[config.mk]
export PLATFORM = sky130hd
export DESIGN_NAME = countdown_timer_flat
export DESIGN_NICKNAME = d
export VERILOG_FILES = /design/src/rtl/countdown_timer_if.sv /design/src/rtl/countdown_timer.sv /design/src/flat_wrapper.sv
export SDC_FILE = /design/constraint.sdc
export NUM_CORES = 1
export LEC_CHECK = 0
export BUFFER_PORTS_ARGS = -buffer_cell sky130_fd_sc_hd__buf_2
export CORE_UTILIZATION = 55
export DETAILED_ROUTE_END_ITERATION = 8
export GPL_TIMING_DRIVEN = 0
export PLACE_DENSITY = 0.81
export RECOVER_POWER = 25
export SYNTH_ARGS = -nofsm -noshare
export SYNTH_HDL_FRONTEND = slang
export SYNTH_SLANG_ARGS = --single-unit
export TNS_END_PERCENT = 1
[constraint.sdc]
create_clock -name clk -period 2.9 [get_ports clk]
set_clock_uncertainty 0.05 [all_clocks]
set_input_delay 0.58 -clock clk [delete_from_list [all_inputs] [get_ports clk]]
set_output_delay 0.58 -clock clk [all_outputs]
set_load 0.05 [all_outputs]
[src/rtl/countdown_timer_if.sv]
// countdown_timer_if: control, preset and display signals of the countdown timer
interface countdown_timer_if;
    logic       tick;
    logic       load;
    logic [6:0] load_min;
    logic [5:0] load_sec;
    logic       start;
    logic       pause;
    logic       clear;
    logic [1:0] state;
    logic [3:0] min_tens;
    logic [3:0] min_ones;
    logic [3:0] sec_tens;
    logic [3:0] sec_ones;
    logic       done;
    logic       alarm;

    modport master (
        output tick, load, load_min, load_sec, start, pause, clear,
        input  state, min_tens, min_ones, sec_tens, sec_ones, done, alarm
    );

    modport slave (
        input  tick, load, load_min, load_sec, start, pause, clear,
        output state, min_tens, min_ones, sec_tens, sec_ones, done, alarm
    );
endinterface

[src/rtl/countdown_timer.sv]
// countdown_timer: loadable MM:SS countdown with BCD digits, done pulse and timed alarm
module countdown_timer #(
    parameter int MAX_MIN     = 99,
    parameter int ALARM_TICKS = 3
) (
    input logic              clk,
    input logic              rst_n,
    countdown_timer_if.slave bus
);
    typedef enum logic [1:0] {
        IDLE    = 2'd0,
        RUNNING = 2'd1,
        PAUSED  = 2'd2,
        EXPIRED = 2'd3
    } state_t;

    localparam int            CW    = $clog2(ALARM_TICKS + 1);
    localparam logic [6:0]    MAX_M = 7'(MAX_MIN);
    localparam logic [CW-1:0] LAST  = CW'(ALARM_TICKS);
    localparam logic [CW-1:0] ONE   = CW'(1);

    state_t        state_q;
    logic [6:0]    min_q;
    logic [5:0]    sec_q;
    logic          done_q;
    logic          alarm_q;
    logic [CW-1:0] cnt_q;

    always_ff @(posedge clk) begin
        if (!rst_n) begin
            state_q <= IDLE;
            min_q   <= '0;
            sec_q   <= '0;
            done_q  <= 1'b0;
            alarm_q <= 1'b0;
            cnt_q   <= '0;
        end else begin
            done_q <= 1'b0;
            if (bus.clear) begin
                state_q <= IDLE;
                min_q   <= '0;
                sec_q   <= '0;
                alarm_q <= 1'b0;
                cnt_q   <= '0;
            end else if (bus.load && state_q != RUNNING) begin
                state_q <= IDLE;
                min_q   <= (bus.load_min > MAX_M) ? MAX_M : bus.load_min;
                sec_q   <= (bus.load_sec > 6'd59) ? 6'd59 : bus.load_sec;
                alarm_q <= 1'b0;
                cnt_q   <= '0;
            end else if (bus.start && (state_q == IDLE || state_q == PAUSED)) begin
                if (min_q != '0 || sec_q != '0)
                    state_q <= RUNNING;
            end else if (bus.pause && state_q == RUNNING) begin
                state_q <= PAUSED;
            end else if (bus.tick && state_q == RUNNING) begin
                sec_q <= (sec_q != '0) ? sec_q - 6'd1 : 6'd59;
                if (sec_q == '0)
                    min_q <= min_q - 7'd1;
                // 00:01 is the only value whose decrement lands on 00:00
                if (min_q == '0 && sec_q == 6'd1) begin
                    state_q <= EXPIRED;
                    done_q  <= 1'b1;
                    alarm_q <= 1'b1;
                    cnt_q   <= '0;
                end
            end else if (bus.tick && state_q == EXPIRED) begin
                cnt_q <= cnt_q + ONE;
                if (cnt_q + ONE == LAST) begin
                    state_q <= IDLE;
                    alarm_q <= 1'b0;
                end
            end
        end
    end

    assign bus.state    = state_q;
    assign bus.min_tens = 4'(min_q / 7'd10);
    assign bus.min_ones = 4'(min_q % 7'd10);
    assign bus.sec_tens = 4'(sec_q / 6'd10);
    assign bus.sec_ones = 4'(sec_q % 6'd10);
    assign bus.done     = done_q;
    assign bus.alarm    = alarm_q;
endmodule

[src/flat_wrapper.sv]
// flat-port wrapper written by rule: the top's interface ports become plain ports
module countdown_timer_flat 
#(
    parameter int MAX_MIN     = 99,
    parameter int ALARM_TICKS = 3
)
  (clk, rst_n, bus_tick, bus_load, bus_load_min, bus_load_sec, bus_start, bus_pause, bus_clear, bus_state, bus_min_tens, bus_min_ones, bus_sec_tens, bus_sec_ones, bus_done, bus_alarm);
  countdown_timer_if bus_i ();
  input logic clk;
  input logic rst_n;
  input wire logic [$bits(bus_i.tick)-1:0] bus_tick;
  input wire logic [$bits(bus_i.load)-1:0] bus_load;
  input wire logic [$bits(bus_i.load_min)-1:0] bus_load_min;
  input wire logic [$bits(bus_i.load_sec)-1:0] bus_load_sec;
  input wire logic [$bits(bus_i.start)-1:0] bus_start;
  input wire logic [$bits(bus_i.pause)-1:0] bus_pause;
  input wire logic [$bits(bus_i.clear)-1:0] bus_clear;
  output wire logic [$bits(bus_i.state)-1:0] bus_state;
  output wire logic [$bits(bus_i.min_tens)-1:0] bus_min_tens;
  output wire logic [$bits(bus_i.min_ones)-1:0] bus_min_ones;
  output wire logic [$bits(bus_i.sec_tens)-1:0] bus_sec_tens;
  output wire logic [$bits(bus_i.sec_ones)-1:0] bus_sec_ones;
  output wire logic [$bits(bus_i.done)-1:0] bus_done;
  output wire logic [$bits(bus_i.alarm)-1:0] bus_alarm;
  assign bus_i.tick = bus_tick;
  assign bus_i.load = bus_load;
  assign bus_i.load_min = bus_load_min;
  assign bus_i.load_sec = bus_load_sec;
  assign bus_i.start = bus_start;
  assign bus_i.pause = bus_pause;
  assign bus_i.clear = bus_clear;
  assign bus_state = bus_i.state;
  assign bus_min_tens = bus_i.min_tens;
  assign bus_min_ones = bus_i.min_ones;
  assign bus_sec_tens = bus_i.sec_tens;
  assign bus_sec_ones = bus_i.sec_ones;
  assign bus_done = bus_i.done;
  assign bus_alarm = bus_i.alarm;
  countdown_timer #(.MAX_MIN(MAX_MIN), .ALARM_TICKS(ALARM_TICKS)) u_core (.clk(clk), .rst_n(rst_n), .bus(bus_i));
endmodule
==> results of run 1 <==
registers in the layout, indices dropped and copies added (netlist names):
signal,flops
u_core.cnt_q,2
u_core.bus.alarm,1
u_core.bus.done,1
u_core.bus.state,2
u_core.sec_q,6
u_core.min_q,7
cell usage after synthesis (2+ instances only):
master,count,area [um2]
sky130_fd_sc_hd__a21oi_1,24,120
sky130_fd_sc_hd__nor2_1,23,86.3
sky130_fd_sc_hd__dfxtp_1,19,380
sky130_fd_sc_hd__o21ai_0,18,90.1
sky130_fd_sc_hd__nand2_1,17,63.8
sky130_fd_sc_hd__nor2b_1,15,93.8
sky130_fd_sc_hd__nor3_1,11,55.1
sky130_fd_sc_hd__inv_1,10,37.5
sky130_fd_sc_hd__ha_1,9,113
sky130_fd_sc_hd__nand2b_1,9,56.3
sky130_fd_sc_hd__nand3_1,9,45.0
sky130_fd_sc_hd__buf_2,8,40.0
sky130_fd_sc_hd__xnor2_1,7,61.3
sky130_fd_sc_hd__clkbuf_1,6,22.5
sky130_fd_sc_hd__mux2i_1,6,60.1
sky130_fd_sc_hd__xor2_1,5,43.8
sky130_fd_sc_hd__buf_4,4,30.0
sky130_fd_sc_hd__a211oi_1,3,22.5
sky130_fd_sc_hd__o41ai_1,3,26.3
sky130_fd_sc_hd__a22o_1,2,17.5
sky130_fd_sc_hd__a311oi_1,2,17.5
sky130_fd_sc_hd__a31oi_1,2,12.5
sky130_fd_sc_hd__and2_1,2,12.5
sky130_fd_sc_hd__and3b_1,2,17.5
sky130_fd_sc_hd__nand3b_1,2,15.0
sky130_fd_sc_hd__nand4_1,2,12.5
sky130_fd_sc_hd__o21a_1,2,15.0
sky130_fd_sc_hd__o22ai_1,2,12.5
placed cells by master (no fill, tap or decap), types with 4 or more instances in the layout:
cell type / count
sky130_fd_sc_hd__nand2_1: 17
sky130_fd_sc_hd__xor2_1: 5
sky130_fd_sc_hd__buf_2: 31
sky130_fd_sc_hd__ha_1: 6
sky130_fd_sc_hd__clkbuf_1: 12
sky130_fd_sc_hd__dfxtp_1: 11
sky130_fd_sc_hd__buf_4: 17
sky130_fd_sc_hd__inv_1: 9
sky130_fd_sc_hd__nand2b_1: 7
sky130_fd_sc_hd__mux2i_1: 5
sky130_fd_sc_hd__nand3_1: 9
sky130_fd_sc_hd__nor3_1: 10
sky130_fd_sc_hd__a21oi_1: 22
sky130_fd_sc_hd__o21ai_0: 18
sky130_fd_sc_hd__nor2b_1: 10
sky130_fd_sc_hd__xnor2_1: 7
sky130_fd_sc_hd__dfxtp_2: 6
sky130_fd_sc_hd__nor2b_4: 4
sky130_fd_sc_hd__nor2_1: 23
sky130_fd_sc_hd__clkbuf_4: 6
timing repair:
| item | in CTS | in global routing |
|---|---|---|
| gates resized for setup | 24 | 30 |
| buffers inserted | 2 | 7 |
| endpoints found under the setup margin | 6 | 8 |
| pin swaps | 4 | 5 |
cells by family (layout without fill, tap and decap cells):
kind of cell | Yosys count | in the layout | synth area share
simple gates | 102 | 102 | 0.323
compound gates | 67 | 67 | 0.231
buf+inv | 30 | 81 | 0.0802
flops | 19 | 19 | 0.210
xor+xnor | 12 | 12 | 0.0581
fa+ha+maj | 9 | 9 | 0.0622
mux | 6 | 6 | 0.0332
other cells | 1 | 1 | 0.00207
worst min-delay path by stage:
stage                                    end  slack, ps  cells after the start
6_report        u_core.cnt_q[1]$_SDFFE_PP0P_        440                      2
3_5_place_dp   u_core.bus.alarm$_SDFFE_PP0P_        440                      2
5_1_grt         u_core.cnt_q[1]$_SDFFE_PP0P_        440                      2
3_3_place_gp    u_core.cnt_q[1]$_SDFFE_PP0P_        410                      2
2_1_floorplan   u_core.cnt_q[1]$_SDFFE_PP0P_        400                      2
4_1_cts         u_core.cnt_q[1]$_SDFFE_PP0P_        450                      2
critical path: cells and delay by family (launching register included):
kind                     cells  cell delay [ps]
AO/OA/AOI/OAI                3              380
adder cells (fa/ha/maj)      1              280
buffers and inverters        2              280
flip-flops                   1              340
XOR/XNOR                     1              230
AND/OR/NAND/NOR              4              450
area by class of cell:
type                            instances  share of cell area
Clock buffer                            4              0.0114
Sequential cell                        19               0.172
Inverter                               10              0.0163
Multi-Input combinational cell        197               0.603
Tap cell                               44              0.0239
Timing Repair Buffer                   47               0.118
Buffer                                 20              0.0560
routing by layer:
layer | wire length [um] | vias to the layer above | share of wire
met1 | 2060 | 889 | 0.45
met3 | 140 | 4 | 0.030
met5 | 0 | - | 0
met2 | 2380 | 44 | 0.52
met4 | 28 | 0 | 0.0061
li1 | - | 966 | -
power breakdown:
| group | internal [mW] | switching, mW |
|---|---|---|
| sequential | 0.270 | 0.0111 |
| clock | 0.0536 | 0.0863 |
| combinational | 0.136 | 0.221 |
through the flow:
stage	setup slack [ps]	TNS, ps	power, mW	utilization	instance area [um2]
3_3_place_gp	39.0	0	0.587	0.669	2060
3_5_place_dp	-10.3	-10.3	0.593	0.669	2060
6_report	2.89	0	0.777	0.748	2300
2_1_floorplan	-116	-116	0.523	-	1810
4_1_cts	-18.9	-31.6	0.746	0.702	2160
5_1_grt	-116	-344	0.819	0.748	2300
==> metrics.txt, run 1 <==
# TYPE chip_impl_metric gauge
chip_impl_metric{name="relative_slew_margins",unit=""} 0.606
chip_impl_metric{name="number_of_enable_type_register_cells_in_the_synthesized_netlist",unit=""} 0
chip_impl_info{name="end_kind",value="output pin"} 1
chip_impl_info{name="worstReg2RegStart",value="u_core.bus.state[1]$_SDFFE_PP0P_"} 1
chip_impl_metric{name="layout-area-overhead-vs-synth",unit="%"} 27.1
chip_impl_info{name="cp-startpoint",value="u_core.sec_q[5]$_SDFFE_PP0P_"} 1
chip_impl_metric{name="fillerInstances",unit=""} 271
chip_impl_metric{name="dieWidth",unit="um"} 59.4
chip_impl_metric{name="gp_congestion",unit=""} 0.839
chip_impl_metric{name="multiInputGateArea",unit="um2"} 1390
chip_impl_metric{name="cp.required",unit="ps"} 2270
chip_impl_metric{name="grtUsageMet3",unit=""} 0.0349
chip_impl_metric{name="regToRegSetupSlack",unit="ps"} 780
chip_impl_metric{name="cts_max_level",unit=""} 1
chip_impl_metric{name="peak_supply_drop",unit="mV"} 0.212
chip_impl_metric{name="cts_hold_repair.buffers",unit=""} 0
chip_impl_metric{name="core.rowCount",unit=""} 20
chip_impl_metric{name="max_slew.worst_pin.slew",unit="ps"} 594
chip_impl_info{name="holdCritPathClass",value="in -> reg"} 1
chip_impl_metric{name="syn-num-nets",unit=""} 275
chip_impl_metric{name="wl_per_cell",unit="um"} 13.5
chip_impl_metric{name="floorplan.die.height",unit="um"} 59.4
chip_impl_metric{name="finalSetupViolCount",unit=""} 0
chip_impl_metric{name="timing.final.crit_share",unit=""} 0.999
chip_impl_metric{name="number_of_global_route_vias_before_repair",unit=""} 1624
chip_impl_metric{name="io_buffers",unit=""} 38
chip_impl_metric{name="cts_made_buffers",unit=""} 3
chip_impl_metric{name="p_per_area",unit="nW/um2"} 338
chip_impl_metric{name="grt.overflow.total",unit=""} 0
chip_impl_metric{name="via_per_inst",unit=""} 5.58
chip_impl_metric{name="async_flop_share",unit=""} 0
chip_impl_metric{name="drt_pass1_iterations",unit=""} 4
chip_impl_metric{name="grt_antenna_before_repair",unit=""} 0
chip_impl_info{name="crit_path_end",value="bus_sec_ones[3]"} 1
chip_impl_info{name="cpMostUsedCell",value="sky130_fd_sc_hd__nor2b_4"} 1
chip_impl_info{name="synthFlopType",value="sky130_fd_sc_hd__dfxtp_1"} 1
chip_impl_metric{name="seq_area",unit="um2"} 395
chip_impl_metric{name="floorplan.initialDensity",unit=""} 0.588
chip_impl_metric{name="synthesized_area",unit="um2"} 1810
chip_impl_metric{name="cts-root-to-sink-buffers",unit=""} 2
chip_impl_metric{name="grt.total_usage",unit=""} 0.264
chip_impl_info{name="r2r-end",value="u_core.min_q[3]$_SDFFE_PP0P_"} 1
chip_impl_metric{name="grt_first_pass_wirelength",unit="um"} 7160
chip_impl_metric{name="report.final.slew_viol_count",unit=""} 0
chip_impl_info{name="peak_usage_layer_in_the_global_routing_report",value="met2"} 1
chip_impl_metric{name="cpPeakStageDelay",unit="ps"} 340
chip_impl_metric{name="hold_violations",unit=""} 0
chip_impl_metric{name="total_leakage_power",unit="nW"} 0.969
chip_impl_metric{name="timing.final.crit_period",unit="ps"} 2900
chip_impl_metric{name="final_antenna_net_count",unit=""} 0
chip_impl_metric{name="post_synth.cell_area_avg",unit="um2"} 7.36
chip_impl_info{name="cp-start-kind",value="flip-flop"} 1
chip_impl_info{name="critPathSlowestCell",value="sky130_fd_sc_hd__dfxtp_2"} 1
chip_impl_metric{name="clock-sinks",unit=""} 19
chip_impl_metric{name="grt_start_max_net_pins",unit=""} 11
chip_impl_metric{name="r2r_cells",unit=""} 8
chip_impl_metric{name="synthCells",unit=""} 246
chip_impl_metric{name="global_route.usage.met2",unit=""} 0.462
chip_impl_metric{name="grt_use_met1",unit=""} 0.343
chip_impl_metric{name="die_area",unit="um2"} 3530
chip_impl_metric{name="synth_seq_cells",unit=""} 19
chip_impl_metric{name="path_clk_slew",unit="ps"} 120
chip_impl_metric{name="dr.first_iter.drc_count",unit=""} 89
chip_impl_metric{name="antennaDiodeCount",unit=""} 0
chip_impl_metric{name="remaining_drc_errors",unit=""} 0
chip_impl_metric{name="final-instance-count-excl-fill",unit=""} 341
chip_impl_info{name="hp-start",value="bus_load"} 1
chip_impl_metric{name="timing.critical_path.fanout_max",unit=""} 9
chip_impl_metric{name="clock.fmax",unit="MHz"} 345
chip_impl_info{name="outcome",value="finished clean"} 1
chip_impl_info{name="root_buffer_cell",value="sky130_fd_sc_hd__clkbuf_4"} 1
chip_impl_info{name="worstPathCellList",value="buf_8 -> nor2b_4 -> nor2b_4 -> a21oi_2 -> xor2_1 -> ha_2 -> nand3b_1 -> o21ai_0 -> a21oi_1 -> nand2_1 -> buf_6"} 1
chip_impl_metric{name="whs",unit="ps"} 441
chip_impl_metric{name="fp.coreArea",unit="um2"} 3080
chip_impl_metric{name="ys_seq_area_frac",unit=""} 0.210
chip_impl_metric{name="max_cap_violations",unit=""} 0
chip_impl_metric{name="ports",unit=""} 40
chip_impl_metric{name="cp_data_arrival_time",unit="ps"} 2270
chip_impl_info{name="tritoncts",value="yes"} 1
chip_impl_metric{name="total_placed_cells_including_tap_cells",unit=""} 328
chip_impl_metric{name="fraction_of_layout_cells_with_a_size_suffix_above_1",unit=""} 0.323
chip_impl_metric{name="clk_latency",unit="ps"} 300
chip_impl_metric{name="synthDistinctLibCells",unit=""} 50
chip_impl_info{name="timing.setup.critical_path_class",value="reg -> out"} 1
chip_impl_info{name="rsz0062_at_grt",value="true"} 1
chip_impl_metric{name="nNetsFinal",unit=""} 327
chip_impl_metric{name="synthesis.yosys.warnings",unit=""} 0
chip_impl_metric{name="finalWirelength",unit="um"} 4610
chip_impl_metric{name="via_count",unit=""} 1903
chip_impl_metric{name="post-dp-hpwl",unit="um"} 3280
(Power assumes the default switching activity.)
==> run 2, diff against run 1 <==
--- a/config.mk
+++ b/config.mk
@@ -9,7 +9,7 @@
 export CORE_UTILIZATION = 55
 export DETAILED_ROUTE_END_ITERATION = 8
 export GPL_TIMING_DRIVEN = 0
-export PLACE_DENSITY = 0.81
+export PLACE_DENSITY = 0.91
 export RECOVER_POWER = 25
 export SYNTH_ARGS = -nofsm -noshare
 export SYNTH_HDL_FRONTEND = slang
==> constraint.sdc (replaced) <==
create_clock -name clk -period 2.7 [get_ports clk]
set_clock_uncertainty 0.05 [all_clocks]
set_input_delay 0.54 -clock clk [delete_from_list [all_inputs] [get_ports clk]]
set_output_delay 0.54 -clock clk [all_outputs]
set_load 0.05 [all_outputs]
==> run 2 against run 1 <==
Effect of this change:
- the flow now finishes with violations (negative setup slack)
- combinational power up 17%
- total power up 12%
- final cell count increased by 2.1%
- largest power group unchanged
- sequential cell count did not move
- clock-buffer cell count is the same
- core utilization grew 3.9 points
- largest cell class unchanged
- sequential power rose by 7%
==> metrics.txt, run 2 (synthesized netlist as in run 1, its figures left out) <==
# TYPE chip_impl_metric gauge
chip_impl_metric{name="layout-area-overhead-vs-synth",unit="%"} 33.8
chip_impl_info{name="end_kind",value="output pin"} 1
chip_impl_metric{name="clock-sinks",unit=""} 19
chip_impl_metric{name="wl_per_cell",unit="um"} 14.9
chip_impl_metric{name="finalWirelength",unit="um"} 5200
chip_impl_metric{name="p_per_area",unit="nW/um2"} 360
chip_impl_metric{name="clock.fmax",unit="MHz"} 359
chip_impl_metric{name="power.switching",unit="mW"} 0.360
chip_impl_metric{name="finalPower",unit="mW"} 0.872
chip_impl_metric{name="remaining_drc_errors",unit=""} 0
chip_impl_metric{name="cp.required",unit="ps"} 2110
chip_impl_metric{name="floorplan.initialDensity",unit=""} 0.588
chip_impl_metric{name="finalSetupViolCount",unit=""} 4
chip_impl_info{name="root_buffer_cell",value="sky130_fd_sc_hd__clkbuf_4"} 1
chip_impl_metric{name="fp.coreArea",unit="um2"} 3080
chip_impl_metric{name="antennaDiodeCount",unit=""} 0
chip_impl_metric{name="report.final.slew_viol_count",unit=""} 0
chip_impl_metric{name="relative_slew_margins",unit=""} 0.604
chip_impl_metric{name="die_area",unit="um2"} 3530
chip_impl_metric{name="core.rowCount",unit=""} 20
chip_impl_metric{name="timing.final.crit_period",unit="ps"} 2790
chip_impl_metric{name="cts_max_level",unit=""} 1
chip_impl_info{name="layout_commonest_cell",value="sky130_fd_sc_hd__buf_2"} 1
chip_impl_info{name="cpMostUsedCell",value="sky130_fd_sc_hd__buf_6"} 1
chip_impl_metric{name="drt_pass1_iterations",unit=""} 5
chip_impl_metric{name="via_count",unit=""} 2050
chip_impl_metric{name="fraction_of_layout_cells_with_a_size_suffix_above_1",unit=""} 0.365
chip_impl_metric{name="floorplan.die.height",unit="um"} 59.4
chip_impl_metric{name="cts_hold_repair.buffers",unit=""} 0
chip_impl_metric{name="grt.overflow.total",unit=""} 0
chip_impl_metric{name="max_cap_violations",unit=""} 0
chip_impl_metric{name="cp_data_arrival_time",unit="ps"} 2200
chip_impl_metric{name="final_antenna_net_count",unit=""} 0
chip_impl_metric{name="grt.total_usage",unit=""} 0.298
chip_impl_metric{name="share_seq_of_total_power",unit=""} 0.344
chip_impl_metric{name="internal_power",unit="mW"} 0.512
chip_impl_info{name="critPathSlowestCell",value="sky130_fd_sc_hd__dfxtp_1"} 1
chip_impl_metric{name="number_of_global_route_vias_before_repair",unit=""} 1815
chip_impl_metric{name="p_clk_frac",unit=""} 0.179
chip_impl_metric{name="cpPeakStageDelay",unit="ps"} 400
chip_impl_info{name="tritoncts",value="yes"} 1
chip_impl_metric{name="post-route-cell-area",unit="um2"} 2420
chip_impl_metric{name="gp_congestion",unit=""} 0.862
chip_impl_info{name="timing.setup.critical_path_class",value="reg -> out"} 1
chip_impl_metric{name="grt_first_pass_wirelength",unit="um"} 7910
chip_impl_metric{name="peak_supply_drop",unit="mV"} 0.319
chip_impl_metric{name="cts_made_buffers",unit=""} 3
chip_impl_metric{name="via_per_inst",unit=""} 5.89
chip_impl_metric{name="timing.critical_path.fanout_max",unit=""} 10
chip_impl_metric{name="grt_antenna_before_repair",unit=""} 0
chip_impl_metric{name="max_slew.worst_pin.slew",unit="ps"} 597
chip_impl_metric{name="hold_violations",unit=""} 0
chip_impl_metric{name="whs",unit="ps"} 373
chip_impl_metric{name="post-dp-hpwl",unit="um"} 3250
chip_impl_metric{name="nNetsFinal",unit=""} 334
chip_impl_metric{name="detailed_place.area",unit="um2"} 2070
chip_impl_metric{name="io_buffers",unit=""} 38
chip_impl_metric{name="clk_latency",unit="ps"} 310
chip_impl_info{name="rsz0062_at_grt",value="true"} 1
chip_impl_metric{name="netSwitchingFraction",unit=""} 0.413
chip_impl_info{name="violated_checks",value="negative setup slack"} 1
chip_impl_metric{name="cts-root-to-sink-buffers",unit=""} 2
chip_impl_metric{name="ports",unit=""} 40
chip_impl_metric{name="timing.final.crit_share",unit=""} 1.03
chip_impl_info{name="holdCritPathClass",value="in -> reg"} 1
chip_impl_info{name="reg.largest.list",value="u_core.min_q (7), u_core.sec_q (6)"} 1
chip_impl_metric{name="total_leakage_power",unit="nW"} 1.03
chip_impl_metric{name="power.combinational.fraction",unit=""} 0.477
chip_impl_metric{name="dieWidth",unit="um"} 59.4
chip_impl_info{name="outcome",value="finished, violations left"} 1
chip_impl_metric{name="grt_start_max_net_pins",unit=""} 11
chip_impl_metric{name="dr.first_iter.drc_count",unit=""} 135
chip_impl_metric{name="path_clk_slew",unit="ps"} 120
chip_impl_metric{name="setup_slack",unit="ps"} -86.4
chip_impl_metric{name="largest_register_ff_count",unit=""} 7
chip_impl_metric{name="dp_worst_setup_slack",unit="ps"} -215
chip_impl_info{name="worstPathCellList",value="buf_6 -> nor2b_4 -> o32ai_1 -> a31oi_1 -> ha_2 -> o21a_4 -> mux2i_2 -> buf_6"} 1
chip_impl_info{name="top_register",value="u_core.min_q"} 1
chip_impl_info{name="most_frequent_cells_in_the_layout",value="sky130_fd_sc_hd__buf_2, sky130_fd_sc_hd__nor2_1, sky130_fd_sc_hd__a21oi_1, sky130_fd_sc_hd__buf_4, sky130_fd_sc_hd__nand2_1"} 1
chip_impl_info{name="cp-start-kind",value="flip-flop"} 1
[run 2: layer usage]
| metal | vias to the layer above | global-route usage | share of wire |
|---|---|---|---|
| met5 | - | 0 | 0 |
| met4 | 0 | 0.146 | 0.034 |
| met3 | 17 | 0.0677 | 0.070 |
| met2 | 103 | 0.525 | 0.52 |
| met1 | 950 | 0.335 | 0.37 |
| li1 | 980 | - | - |
[run 2: critical path: cells and delay by family (launching register included)]
family                     cells  cell delay [ps]
adders and majority gates      1              240
AOI/OAI and AO/OA              3              480
muxes                          1              210
and+or+nand+nor                1              190
DFF                            1              400
buffers and inverters          2              350
[run 2: power groups by stage]
stage / sequential, mW / clock, mW / combinational, mW
global route: 0.301 / 0.173 / 0.443
global placement: 0.306 / 0 / 0.325
detailed placement: 0.307 / 0 / 0.332
floorplan: 0.307 / 0 / 0.258
CTS: 0.300 / 0.155 / 0.379
finish: 0.300 / 0.156 / 0.416
[run 2: final timing paths]
kind | to | start | slack (ps) | cells past startpoint
setup reg to reg | u_core.bus.alarm$_SDFFE_PP0P_ | u_core.min_q[5]$_SDFFE_PP0P_ | 600 | 8
setup / recovery | bus_min_ones[2] | u_core.min_q[2]$_SDFFE_PP0P_ | -90 | 8
hold / removal | u_core.cnt_q[1]$_SDFFE_PP0P_ | bus_load | 370 | 2
hold reg to reg | u_core.cnt_q[1]$_SDFFE_PP0P_ | u_core.cnt_q[1]$_SDFFE_PP0P_ | 440 | 2
[run 2: layout make-up]
cell class	count	area (um2)
multi-input combinational	197	1420
timing repair buffer	54	343
sequential	19	399
clock buffer	4	26.3
fill	202	656
tap	44	55.1
inverter	10	37.5
buffer	20	144
[run 2: through the flow]
step	util	TNS [ps]	instances
after floorplan	-	-507	246
after global placement	0.672	-277	328
after detailed placement	0.672	-434	328
after CTS	0.751	-128	345
after global routing	0.787	-830	348
final	0.787	-232	348
[run 2: repair_timing]
action | CTS | global route
resized for setup | 45 | 27
setup buffers | 13 | 3
endpoints found under the setup margin | 7 | 7
pin swaps | 8 | 8
==> run 3, diff against run 2 <==
==> constraint.sdc (replaced) <==
create_clock -name clk -period 2.7 [get_ports clk]
set_clock_uncertainty 0.05 [all_clocks]
set_input_delay 0.135 -clock clk [delete_from_list [all_inputs] [get_ports clk]]
set_output_delay 0.135 -clock clk [all_outputs]
set_load 0.05 [all_outputs]
==> run 3 against run 2 <==
Effect of this change:
- maximum frequency is 6.7% higher
- sequential share of layout area is 1.7 points higher
- hold slack worse by 370 ps
- global-route usage is 3.9 points lower
- the run now ends clean
- largest cell class unchanged
- clock-buffer cell count stayed put
- first-iteration DRC count is 27% lower
- routed wire length is 19% lower
- core utilization is 10 points lower
- critical path type unchanged
==> metrics.txt, run 3 (synthesized netlist as in run 1, its figures left out) <==
# TYPE chip_impl_metric gauge
chip_impl_metric{name="fraction_of_layout_cells_with_a_size_suffix_above_1",unit=""} 0.221
chip_impl_metric{name="clock-sinks",unit=""} 19
chip_impl_metric{name="post-dp-hpwl",unit="um"} 3230
chip_impl_metric{name="final_core_utilization",unit=""} 0.684
chip_impl_info{name="end_kind",value="output pin"} 1
chip_impl_metric{name="largest_register_ff_count",unit=""} 7
chip_impl_info{name="layout_commonest_cell",value="sky130_fd_sc_hd__buf_2"} 1
chip_impl_metric{name="grt.total_usage",unit=""} 0.259
chip_impl_metric{name="timing.critical_path.fanout_max",unit=""} 10
chip_impl_metric{name="max_cap_violations",unit=""} 0
chip_impl_metric{name="timing.final.crit_period",unit="ps"} 2610
chip_impl_metric{name="hold_violations",unit=""} 0
chip_impl_metric{name="report.final.slew_viol_count",unit=""} 0
chip_impl_metric{name="grt_first_pass_wirelength",unit="um"} 6940
chip_impl_metric{name="clock.fmax",unit="MHz"} 383
chip_impl_metric{name="finalSetupViolCount",unit=""} 0
chip_impl_metric{name="via_per_inst",unit=""} 5.51
chip_impl_metric{name="dr.first_iter.drc_count",unit=""} 98
chip_impl_info{name="most_frequent_cells_in_the_layout",value="sky130_fd_sc_hd__buf_2, sky130_fd_sc_hd__nor2_1, sky130_fd_sc_hd__a21oi_1, sky130_fd_sc_hd__o21ai_0"} 1
chip_impl_metric{name="ports",unit=""} 40
chip_impl_metric{name="remaining_drc_errors",unit=""} 0
chip_impl_metric{name="dieWidth",unit="um"} 59.4
chip_impl_metric{name="cts_made_buffers",unit=""} 3
chip_impl_metric{name="drt_pass1_iterations",unit=""} 4
chip_impl_metric{name="io_buffers",unit=""} 38
chip_impl_metric{name="relative_slew_margins",unit=""} 0.604
chip_impl_metric{name="nNetsFinal",unit=""} 319
chip_impl_metric{name="clk_latency",unit="ps"} 310
chip_impl_metric{name="grt_start_max_net_pins",unit=""} 11
chip_impl_metric{name="floorplan.initialDensity",unit=""} 0.588
chip_impl_metric{name="p_per_area",unit="nW/um2"} 376
chip_impl_info{name="timing.setup.critical_path_class",value="reg -> out"} 1
chip_impl_metric{name="peak_supply_drop",unit="mV"} 0.294
chip_impl_info{name="rsz0062_at_grt",value="true"} 1
chip_impl_metric{name="path_clk_slew",unit="ps"} 120
chip_impl_metric{name="finalWirelength",unit="um"} 4220
chip_impl_metric{name="total_leakage_power",unit="nW"} 0.896
chip_impl_metric{name="cp_data_arrival_time",unit="ps"} 2430
chip_impl_metric{name="core.rowCount",unit=""} 20
chip_impl_info{name="outcome",value="finished clean"} 1
chip_impl_info{name="holdCritPathClass",value="in -> reg"} 1
chip_impl_metric{name="layout-area-overhead-vs-synth",unit="%"} 16.3
chip_impl_metric{name="grt_antenna_before_repair",unit=""} 0
chip_impl_metric{name="timing.final.crit_share",unit=""} 0.967
chip_impl_metric{name="postCtsSetupBuffers",unit=""} 0
chip_impl_info{name="top_register",value="u_core.min_q"} 1
chip_impl_metric{name="whs",unit="ps"} 4.61
chip_impl_metric{name="cp.required",unit="ps"} 2520
chip_impl_metric{name="cts-root-to-sink-buffers",unit=""} 2
chip_impl_metric{name="number_of_global_route_vias_before_repair",unit=""} 1615
chip_impl_metric{name="grt.overflow.total",unit=""} 0
chip_impl_metric{name="via_count",unit=""} 1835
chip_impl_info{name="root_buffer_cell",value="sky130_fd_sc_hd__clkbuf_4"} 1
chip_impl_info{name="tritoncts",value="yes"} 1
chip_impl_metric{name="fp.coreArea",unit="um2"} 3080
chip_impl_metric{name="cts_max_level",unit=""} 1
chip_impl_metric{name="wl_per_cell",unit="um"} 12.7
chip_impl_metric{name="fin_tns_setup",unit="ps"} 0
chip_impl_metric{name="floorplan.die.height",unit="um"} 59.4
chip_impl_metric{name="gp_congestion",unit=""} 0.891
chip_impl_info{name="reg.largest.list",value="u_core.min_q (7), u_core.sec_q (6)"} 1
chip_impl_metric{name="antennaDiodeCount",unit=""} 0
chip_impl_info{name="cp-start-kind",value="flip-flop"} 1
chip_impl_metric{name="final_antenna_net_count",unit=""} 0
chip_impl_metric{name="max_slew.worst_pin.slew",unit="ps"} 596
chip_impl_metric{name="die_area",unit="um2"} 3530
## run 3: cell types whose count changed in the layout (fill, tap and decap cells not counted), moves of 3 or more
cell,before,now
sky130_fd_sc_hd__nor2b_4,5,0
sky130_fd_sc_hd__buf_6,11,1
sky130_fd_sc_hd__dfxtp_4,3,0
sky130_fd_sc_hd__nor2b_1,8,13
sky130_fd_sc_hd__buf_4,22,6
sky130_fd_sc_hd__buf_2,31,36
sky130_fd_sc_hd__dfxtp_1,10,17
sky130_fd_sc_hd__dfxtp_2,6,2
sky130_fd_sc_hd__clkbuf_1,9,13
## run 3: power breakdown
| part | total [mW] | internal, mW | switching (mW) |
|---|---|---|---|
| combinational | 0.336 | 0.113 | 0.223 |
| clock | 0.155 | 0.0578 | 0.0970 |
| sequential | 0.301 | 0.290 | 0.0106 |
| total | 0.792 | 0.461 | 0.331 |
## run 3: repair_timing
item | CTS | global route
resized for setup | 3 | 7
setup endpoints to repair | 3 | 4
pin swaps | 0 | 0
hold buffers | 1 | 0
endpoints found under the hold margin | 1 | 0
cloned | 0 | 0
## run 3: path summary, 6_finish.rpt
kind | slack, ps | cells past startpoint | end | start
worst max-delay path | 90 | 9 | bus_min_ones[1] | u_core.min_q[2]$_SDFFE_PP0P_
worst min-delay path | 5 | 2 | u_core.sec_q[0]$_SDFFE_PP0P_ | bus_load_sec[0]
worst max register to register | 670 | 8 | u_core.bus.alarm$_SDFFE_PP0P_ | u_core.min_q[1]$_SDFFE_PP0P_
worst min register to register | 430 | 2 | u_core.cnt_q[1]$_SDFFE_PP0P_ | u_core.cnt_q[1]$_SDFFE_PP0P_
## run 3: layout make-up
type,instances,area (um2)
Tap cell,44,55.1
Multi-Input combinational cell,197,1300
Sequential cell,19,383
Inverter,10,37.5
Fill cell,262,972
Clock buffer,4,26.3
Timing Repair Buffer,39,196
Buffer,20,111
## run 3: layer usage
layer / vias up / global-route usage / share of wire
li1: 954 / - / -
met1: 823 / 0.329 / 0.45
met2: 47 / 0.435 / 0.50
met3: 11 / 0.0240 / 0.032
met4: 0 / 0.129 / 0.022
met5: - / 0 / 0
## run 3: metrics by stage
step                      instances  worst slack, ps  instance area [um2]  power, mW
after floorplan                 246              106                 1810      0.559
after global placement          328              331                 2060      0.626
after detailed placement        328              296                 2060      0.633
after CTS                       333             11.1                 2100      0.784
after global routing            333            -79.3                 2110      0.827
final                           333             88.2                 2110      0.792
## run 3: worst max-delay path, cell delays in order (launching register included)
cell and delay [ps]:
sky130_fd_sc_hd__dfxtp_1 320, sky130_fd_sc_hd__buf_2 180, sky130_fd_sc_hd__nor2b_1 360, sky130_fd_sc_hd__a21oi_1 120, sky130_fd_sc_hd__o32ai_1 130, sky130_fd_sc_hd__a31oi_1 100
sky130_fd_sc_hd__ha_1 250, sky130_fd_sc_hd__o21a_1 240, sky130_fd_sc_hd__xnor2_1 130, sky130_fd_sc_hd__buf_2 270
